$ cat src/rtl/run_monitor_pkg.sv
`default_nettype none
// ============================================================================
// run_monitor_pkg : record kinds, monitor states and SUMMARY flag positions
// Revision 1.0
// ============================================================================
package run_monitor_pkg;

   localparam logic [1:0] c_KIND_TRACE   = 2'd0;
   localparam logic [1:0] c_KIND_DUMP    = 2'd1;
   localparam logic [1:0] c_KIND_SUMMARY = 2'd2;

   localparam int c_INDEX_W       = 16;
   localparam int c_FLAG_TIMEOUT  = 0;
   localparam int c_FLAG_OVERFLOW = 1;

   typedef enum logic [2:0] {
      ST_RUN     = 3'd0,
      ST_DRAIN   = 3'd1,
      ST_DUMP    = 3'd2,
      ST_SUMMARY = 3'd3,
      ST_DONE    = 3'd4
   } state_t;

endpackage
`default_nettype wire

$ cat src/rtl/run_monitor_trace_fifo.sv
`default_nettype none
// ============================================================================
// trace_fifo : first-word-fall-through FIFO, DEPTH a power of two (>= 2)
// Revision 1.0
// ============================================================================
module trace_fifo #(
   parameter int DEPTH = 4,
   parameter int WIDTH = 48
) (
   input  logic             clk,
   input  logic             rst,
   input  logic             i_push,
   input  logic             i_pop,
   input  logic [WIDTH-1:0] i_data,
   output logic [WIDTH-1:0] o_data,
   output logic             o_full,
   output logic             o_empty
);

   localparam int c_AW = $clog2(DEPTH);

   logic [WIDTH-1:0] r_mem [DEPTH];
   logic [c_AW-1:0]  r_wr_ptr;
   logic [c_AW-1:0]  r_rd_ptr;
   logic [c_AW:0]    r_count;
   logic             w_push_ok;
   logic             w_pop_ok;

   assign o_full    = (r_count == (c_AW+1)'(DEPTH));
   assign o_empty   = (r_count == '0);
   assign w_pop_ok  = i_pop && !o_empty;
   // At full a same-cycle pop frees the slot the push writes into.
   assign w_push_ok = i_push && (!o_full || w_pop_ok);
   assign o_data    = r_mem[r_rd_ptr];

   always_ff @(posedge clk) begin
      if (w_push_ok) begin
         r_mem[r_wr_ptr] <= i_data;
      end
   end

   always_ff @(posedge clk or posedge rst) begin
      if (rst) begin
         r_wr_ptr <= '0;
         r_rd_ptr <= '0;
         r_count  <= '0;
      end else begin
         if (w_push_ok) r_wr_ptr <= r_wr_ptr + c_AW'(1);
         if (w_pop_ok)  r_rd_ptr <= r_rd_ptr + c_AW'(1);
         case ({w_push_ok, w_pop_ok})
            2'b10:   r_count <= r_count + (c_AW+1)'(1);
            2'b01:   r_count <= r_count - (c_AW+1)'(1);
            default: r_count <= r_count;
         endcase
      end
   end

endmodule
`default_nettype wire

$ cat src/rtl/run_monitor.sv
`default_nettype none
// ============================================================================
// run_monitor : cycle counter, store tracer, halt/timeout memory dump, summary
// Revision 1.0
// ============================================================================
module run_monitor
   import run_monitor_pkg::*;
#(
   parameter int                DATA_W      = 32,
   parameter int unsigned       BASE_ADDR   = 8192,
   parameter int                NUM_WORDS   = 46,
   parameter logic [DATA_W-1:0] HALT_INSTR  = '1,
   parameter int unsigned       MAX_CYCLES  = 100000,
   parameter int                TRACE_DEPTH = 4,
   parameter int                CNT_W       = 32
) (
   input  logic                 clock,
   input  logic                 reset,
   input  logic [DATA_W-1:0]    inst,
   input  logic                 snoop_we,
   input  logic [DATA_W-1:0]    snoop_addr,
   input  logic [DATA_W-1:0]    snoop_data,
   output logic [DATA_W-1:0]    mem_addr,
   input  logic [DATA_W-1:0]    mem_data,
   output logic                 out_valid,
   input  logic                 out_ready,
   output logic [1:0]           out_kind,
   output logic [c_INDEX_W-1:0] out_index,
   output logic [DATA_W-1:0]    out_data,
   output logic                 done,
   output logic                 timeout,
   output logic                 overflow
);

   localparam int                c_FIFO_W      = c_INDEX_W + DATA_W;
   localparam logic [DATA_W-1:0] c_BASE        = DATA_W'(BASE_ADDR);
   localparam logic [DATA_W:0]   c_LIMIT       = (DATA_W+1)'(BASE_ADDR) + (DATA_W+1)'(4 * NUM_WORDS);
   localparam logic [c_INDEX_W-1:0] c_LAST_IDX = c_INDEX_W'(NUM_WORDS - 1);
   localparam logic [CNT_W-1:0]  c_TMO_CNT     = CNT_W'(MAX_CYCLES - 1);

   state_t                r_state;
   state_t                w_state_nxt;
   logic [CNT_W-1:0]      r_cycle_count;
   logic [DATA_W-1:0]     r_mem_addr;
   logic                  r_out_valid;
   logic [1:0]            r_out_kind;
   logic [c_INDEX_W-1:0]  r_out_index;
   logic [DATA_W-1:0]     r_out_data;
   logic                  r_done;
   logic                  r_timeout;
   logic                  r_overflow;

   logic                  w_hit;
   logic [DATA_W-1:0]     w_offset;
   logic                  w_trace_sel;
   logic                  w_push;
   logic                  w_pop;
   logic                  w_fifo_full;
   logic                  w_fifo_empty;
   logic [c_FIFO_W-1:0]   w_head;
   logic                  w_halt;
   logic                  w_tmo;
   logic                  w_hs;
   logic [c_INDEX_W-1:0]  w_flags;

   assign w_hit       = snoop_we && ({1'b0, snoop_addr} >= {1'b0, c_BASE})
                                 && ({1'b0, snoop_addr} <  c_LIMIT);
   assign w_offset    = snoop_addr - c_BASE;
   assign w_trace_sel = (r_state == ST_RUN) || (r_state == ST_DRAIN);
   assign w_push      = (r_state == ST_RUN) && w_hit;
   assign w_pop       = w_trace_sel && out_ready;
   assign w_halt      = (inst == HALT_INSTR);
   assign w_tmo       = (r_cycle_count == c_TMO_CNT);
   assign w_hs        = out_valid && out_ready;

   always_comb begin
      w_flags                  = '0;
      w_flags[c_FLAG_TIMEOUT]  = r_timeout;
      w_flags[c_FLAG_OVERFLOW] = r_overflow;
   end

   trace_fifo #(
      .DEPTH (TRACE_DEPTH),
      .WIDTH (c_FIFO_W)
   ) u_trace_fifo (
      .clk     (clock),
      .rst     (reset),
      .i_push  (w_push),
      .i_pop   (w_pop),
      .i_data  ({c_INDEX_W'(w_offset >> 2), snoop_data}),
      .o_data  (w_head),
      .o_full  (w_fifo_full),
      .o_empty (w_fifo_empty)
   );

   always_ff @(posedge clock or posedge reset) begin
      if (reset) r_state <= ST_RUN;
      else       r_state <= w_state_nxt;
   end

   always_comb begin
      w_state_nxt = r_state;
      case (r_state)
         ST_RUN:     if (w_halt || w_tmo)                  w_state_nxt = ST_DRAIN;
         ST_DRAIN:   if (w_fifo_empty)                     w_state_nxt = ST_DUMP;
         ST_DUMP:    if (w_hs && r_out_index == c_LAST_IDX) w_state_nxt = ST_SUMMARY;
         ST_SUMMARY: if (w_hs)                             w_state_nxt = ST_DONE;
         ST_DONE:                                          w_state_nxt = ST_DONE;
         default:                                          w_state_nxt = ST_RUN;
      endcase
   end

   // mem_addr always points at the word to be captured on the next load.
   always_ff @(posedge clock or posedge reset) begin
      if (reset) begin
         r_cycle_count <= '0;
         r_mem_addr    <= '0;
         r_out_valid   <= 1'b0;
         r_out_kind    <= '0;
         r_out_index   <= '0;
         r_out_data    <= '0;
         r_done        <= 1'b0;
         r_timeout     <= 1'b0;
         r_overflow    <= 1'b0;
      end else begin
         case (r_state)
            ST_RUN: begin
               r_cycle_count <= r_cycle_count + CNT_W'(1);
               if (w_push && w_fifo_full && !w_pop) r_overflow <= 1'b1;
               if (w_halt || w_tmo)                 r_mem_addr <= c_BASE;
               if (!w_halt && w_tmo)                r_timeout  <= 1'b1;
            end
            ST_DRAIN: begin
               if (w_fifo_empty) begin
                  r_out_valid <= 1'b1;
                  r_out_kind  <= c_KIND_DUMP;
                  r_out_index <= '0;
                  r_out_data  <= mem_data;
                  r_mem_addr  <= r_mem_addr + DATA_W'(4);
               end
            end
            ST_DUMP: begin
               if (w_hs) begin
                  if (r_out_index == c_LAST_IDX) begin
                     r_out_kind  <= c_KIND_SUMMARY;
                     r_out_index <= w_flags;
                     r_out_data  <= DATA_W'(r_cycle_count);
                  end else begin
                     r_out_index <= r_out_index + c_INDEX_W'(1);
                     r_out_data  <= mem_data;
                     r_mem_addr  <= r_mem_addr + DATA_W'(4);
                  end
               end
            end
            ST_SUMMARY: begin
               if (w_hs) begin
                  r_out_valid <= 1'b0;
                  r_out_kind  <= '0;
                  r_out_index <= '0;
                  r_out_data  <= '0;
                  r_done      <= 1'b1;
               end
            end
            default: ;
         endcase
      end
   end

   assign out_valid = w_trace_sel ? !w_fifo_empty : r_out_valid;
   assign out_kind  = w_trace_sel ? c_KIND_TRACE : r_out_kind;
   assign out_index = w_trace_sel ? (w_fifo_empty ? '0 : w_head[c_FIFO_W-1 -: c_INDEX_W]) : r_out_index;
   assign out_data  = w_trace_sel ? (w_fifo_empty ? '0 : w_head[DATA_W-1:0]) : r_out_data;
   assign mem_addr  = r_mem_addr;
   assign done      = r_done;
   assign timeout   = r_timeout;
   assign overflow  = r_overflow;

endmodule
`default_nettype wire

$ cat config.mk
export PLATFORM = sky130hd
export DESIGN_NAME = run_monitor
export DESIGN_NICKNAME = d
export VERILOG_FILES = /design/src/rtl/run_monitor_pkg.sv /design/src/rtl/run_monitor_trace_fifo.sv /design/src/rtl/run_monitor.sv
export SDC_FILE = /design/constraint.sdc
export NUM_CORES = 1
export LEC_CHECK = 0
export ABC_AREA = 1
export ABC_CLOCK_PERIOD_IN_PS = 4750
export CAP_MARGIN = 5
export CORE_MARGIN = 8
export CORE_UTILIZATION = 50
export DETAILED_ROUTE_END_ITERATION = 16
export PLACE_DENSITY = 0.79
export SYNTH_ARGS = -nofsm -noshare
export SYNTH_HDL_FRONTEND = slang
export SYNTH_SLANG_ARGS = --single-unit
$ cat constraint.sdc
create_clock -name clock -period 4.75 [get_ports clock]
set_clock_uncertainty 0.05 [all_clocks]
set_input_delay 0.475 -clock clock [delete_from_list [all_inputs] [get_ports clock]]
set_output_delay 0.475 -clock clock [all_outputs]
set_load 0.05 [all_outputs]
==> results_dict.tcl <==
set metrics [dict create \
    ios 218 \
    syn_area_mm2 0.0156 \
    post_cts_resized 0 \
    synth_area_per_cell_um2 8.94 \
    cts.sinks 318 \
    synth_top_cells_by_area "edfxtp_1 (37%), dfrtp_1 (20%), nand2_1 (16%)" \
    ir_drop_v 0.000730 \
    r2r_start "r_state[1]" \
    portBuffers 213 \
    path_clk_slew_ps 60 \
    crit_path_start_kind "flip-flop" \
    vias 12800 \
    dpl.hpwl_um 29100 \
    yosys_warnings 0 \
    finalHoldViolCount 0 \
    grt_overflow 0 \
    min_path_type "reg -> reg" \
    grt_pass1_wl_um 65100 \
    critPathMaxFanout 65 \
    drc_errors 0 \
    maxCapViolCount 0 \
    critPathRequiredTime_ps 4220 \
    synth_seq_cells 318 \
    fillers 2542 \
    placedCellCount 2295 \
    dr.pass1.iters 5 \
    die-area_mm2 0.0370 \
    p_int_w 0.00578 \
    nNetsFinal 2078 \
    routed_wirelength_um 41600 \
    synth_top_area_cell "edfxtp_1" \
    cts_buffer_depth 3 \
    timing.fmax_mhz 232 \
    period_share_pct 90.8 \
    chipWidth_um 192 \
    start_util_pct 50.9 \
    max_slew_margin_pct 35.2 \
    slew_viol_final 0 \
    finalNonFillerCells 2361 \
    setup_violations 0 \
    synthCells 1741 \
    synth_common_cells "nand2_1 (674), edfxtp_1 (192), nor2_1 (165)" \
    hold_buffers 0 \
    crit_path_end_kind "primary output" \
    viasPerCell 5.42 \
    rsz0062_at_grt "no" \
    synth_top_area_share_pct 37.1 \
    seqPwrFrac_pct 34.2 \
    async_flop_share_pct 39.6 \
    startpoint "u_trace_fifo.r_rd_ptr[0]" \
    synth_most_common_cell "nand2_1" \
    antenna_found_initial 3 \
    wire_per_inst_um 17.6 \
    crit_type "reg -> out" \
    track_usage_pct 22.1 \
    rows 64 \
    p_comb_share_pct 38.4 \
    postRouteAntennaNets 0 \
    synth_cell_types 40 \
    post_cts_buffers 0 \
    min_period_ps 4310 \
    synthFlopType "edfxtp_1" \
    grt_max_degree 75 \
    holdWs_ps 426 \
    drtIter0Drc 1121 \
    p_leak_nw 7.54 \
    crit_arrival_ps 3790 \
    grt_pass1_vias 12600 \
    synth-edff-count 192 \
    place.gp.congestion 0.948 \
    switchingPower_w 0.00369 \
    tightestPinTransition_ps 971 \
    drive_above_1_share_pct 5.00 \
    clock_latency_ps 510 \
    clockRootBuffer "clkbuf_16" \
    cts_buffers 34 \
    coreArea_mm2 0.0306 \
    regArea_mm2 0.00892 \
    die_h_um 192 \
    power.density_mw_per_mm2 495 \
    areaGrowthSynthToFinish_pct 22.9 \
    switching_share_pct 38.9 \
    status "complete, no violations" \
    ctsHtreeMaxLevel 2 \
    pwr-share-clk_pct 27.4 \
    cts_tree "yes" \
    ys_seq_area_share_pct 57.3 \
    hp-start "r_out_valid" \
    multi_input_area_mm2 0.00590 \
    setup_tns_ps 0 \
]
## placed cells by master (no fill, tap or decap), types with 19 or more instances in the layout
cell type        instances
nand2_1                674
nand4_1                 19
xor2_1                  43
a21oi_1                 57
edfxtp_1               192
clkbuf_16               35
nor3_1                  19
a32o_1                  48
nor2_1                 161
dfrtp_1                124
nand3_1                 64
inv_1                  102
o21ai_0                 64
clkdlybuf4s50_1        213
## per-layer routing
layer	vias up	part of all wire, %	GRT usage (%)	routed length [um]
met5	-	0.031	0	13
met3	88	8.8	5.06	3650
met4	2	3.5	8.46	1440
li1	6160	-	-	-
met1	6032	42	28.8	17400
met2	503	46	35.4	19100
## power by group through the flow
stage          clock (W)  sequential (W)  combinational, W
6_report         0.00260         0.00324           0.00364
5_1_grt          0.00274         0.00326           0.00384
3_5_place_dp           0         0.00329           0.00363
3_3_place_gp           0         0.00328           0.00357
2_1_floorplan          0         0.00317           0.00241
4_1_cts          0.00263         0.00323           0.00365
## flip-flops by register name, indices dropped and copies added (netlist names)
name	count
u_trace_fifo.r_mem	192
r_cycle_count	32
r_out_data	32
mem_addr	30
r_out_index	16
r_state	3
u_trace_fifo.r_count	3
r_out_kind	2
u_trace_fifo.r_rd_ptr	2
u_trace_fifo.r_wr_ptr	2
done	1
overflow	1
r_out_valid	1
timeout	1
## cell families after synthesis
logic type | share of synthesized area (%)
AO/OA/AOI/OAI | 8.29
XOR/XNOR | 3.26
adder cells (fa/ha/maj) | 0.933
buffers and inverters | 4.99
flip-flops | 57.3
other | 0.0241
AND/OR/NAND/NOR | 25.2
## through the flow
stage	total power [W]	setup WS, ps	util, %	instance area [um2]
final	0.00947	438	62.5	19100
after global routing	0.00983	222	62.5	19100
after CTS	0.00951	478	62.5	19100
after detailed placement	0.00691	1030	58.9	18000
after global placement	0.00685	1060	58.9	18000
after floorplan	0.00558	818	-	15600
## path summary, 6_finish.rpt
check	end	slack, ps	depth (start not counted)
worst max-delay path	out_index[0]	440	5
max in group asynchronous	u_trace_fifo.r_rd_ptr[1]	3170	3
min in group asynchronous	r_cycle_count[22]	470	2
worst max register to register	u_trace_fifo.r_count[2]	1520	12
worst min register to register	r_out_valid	430	2
worst min-delay path	r_out_valid	430	2
## worst max-delay path, cell delays in order, from the launching register on
cell             delay [ps]
dfrtp_2                 790
buf_4                   670
a21oi_1                 150
a32o_1                  260
o21ai_0                 460
clkdlybuf4s50_1         920
## cell type report
cell class | count | area share [%]
clock buffer | 51 | 5.11
antenna | 4 | 0.0524
clock inverter | 11 | 0.622
tap | 396 | 2.59
sequential | 318 | 46.7
multi-input combinational | 1244 | 30.9
inverter | 110 | 2.20
timing repair buffer | 227 | 11.9
Note: power is estimated with default switching activity, not from simulation.
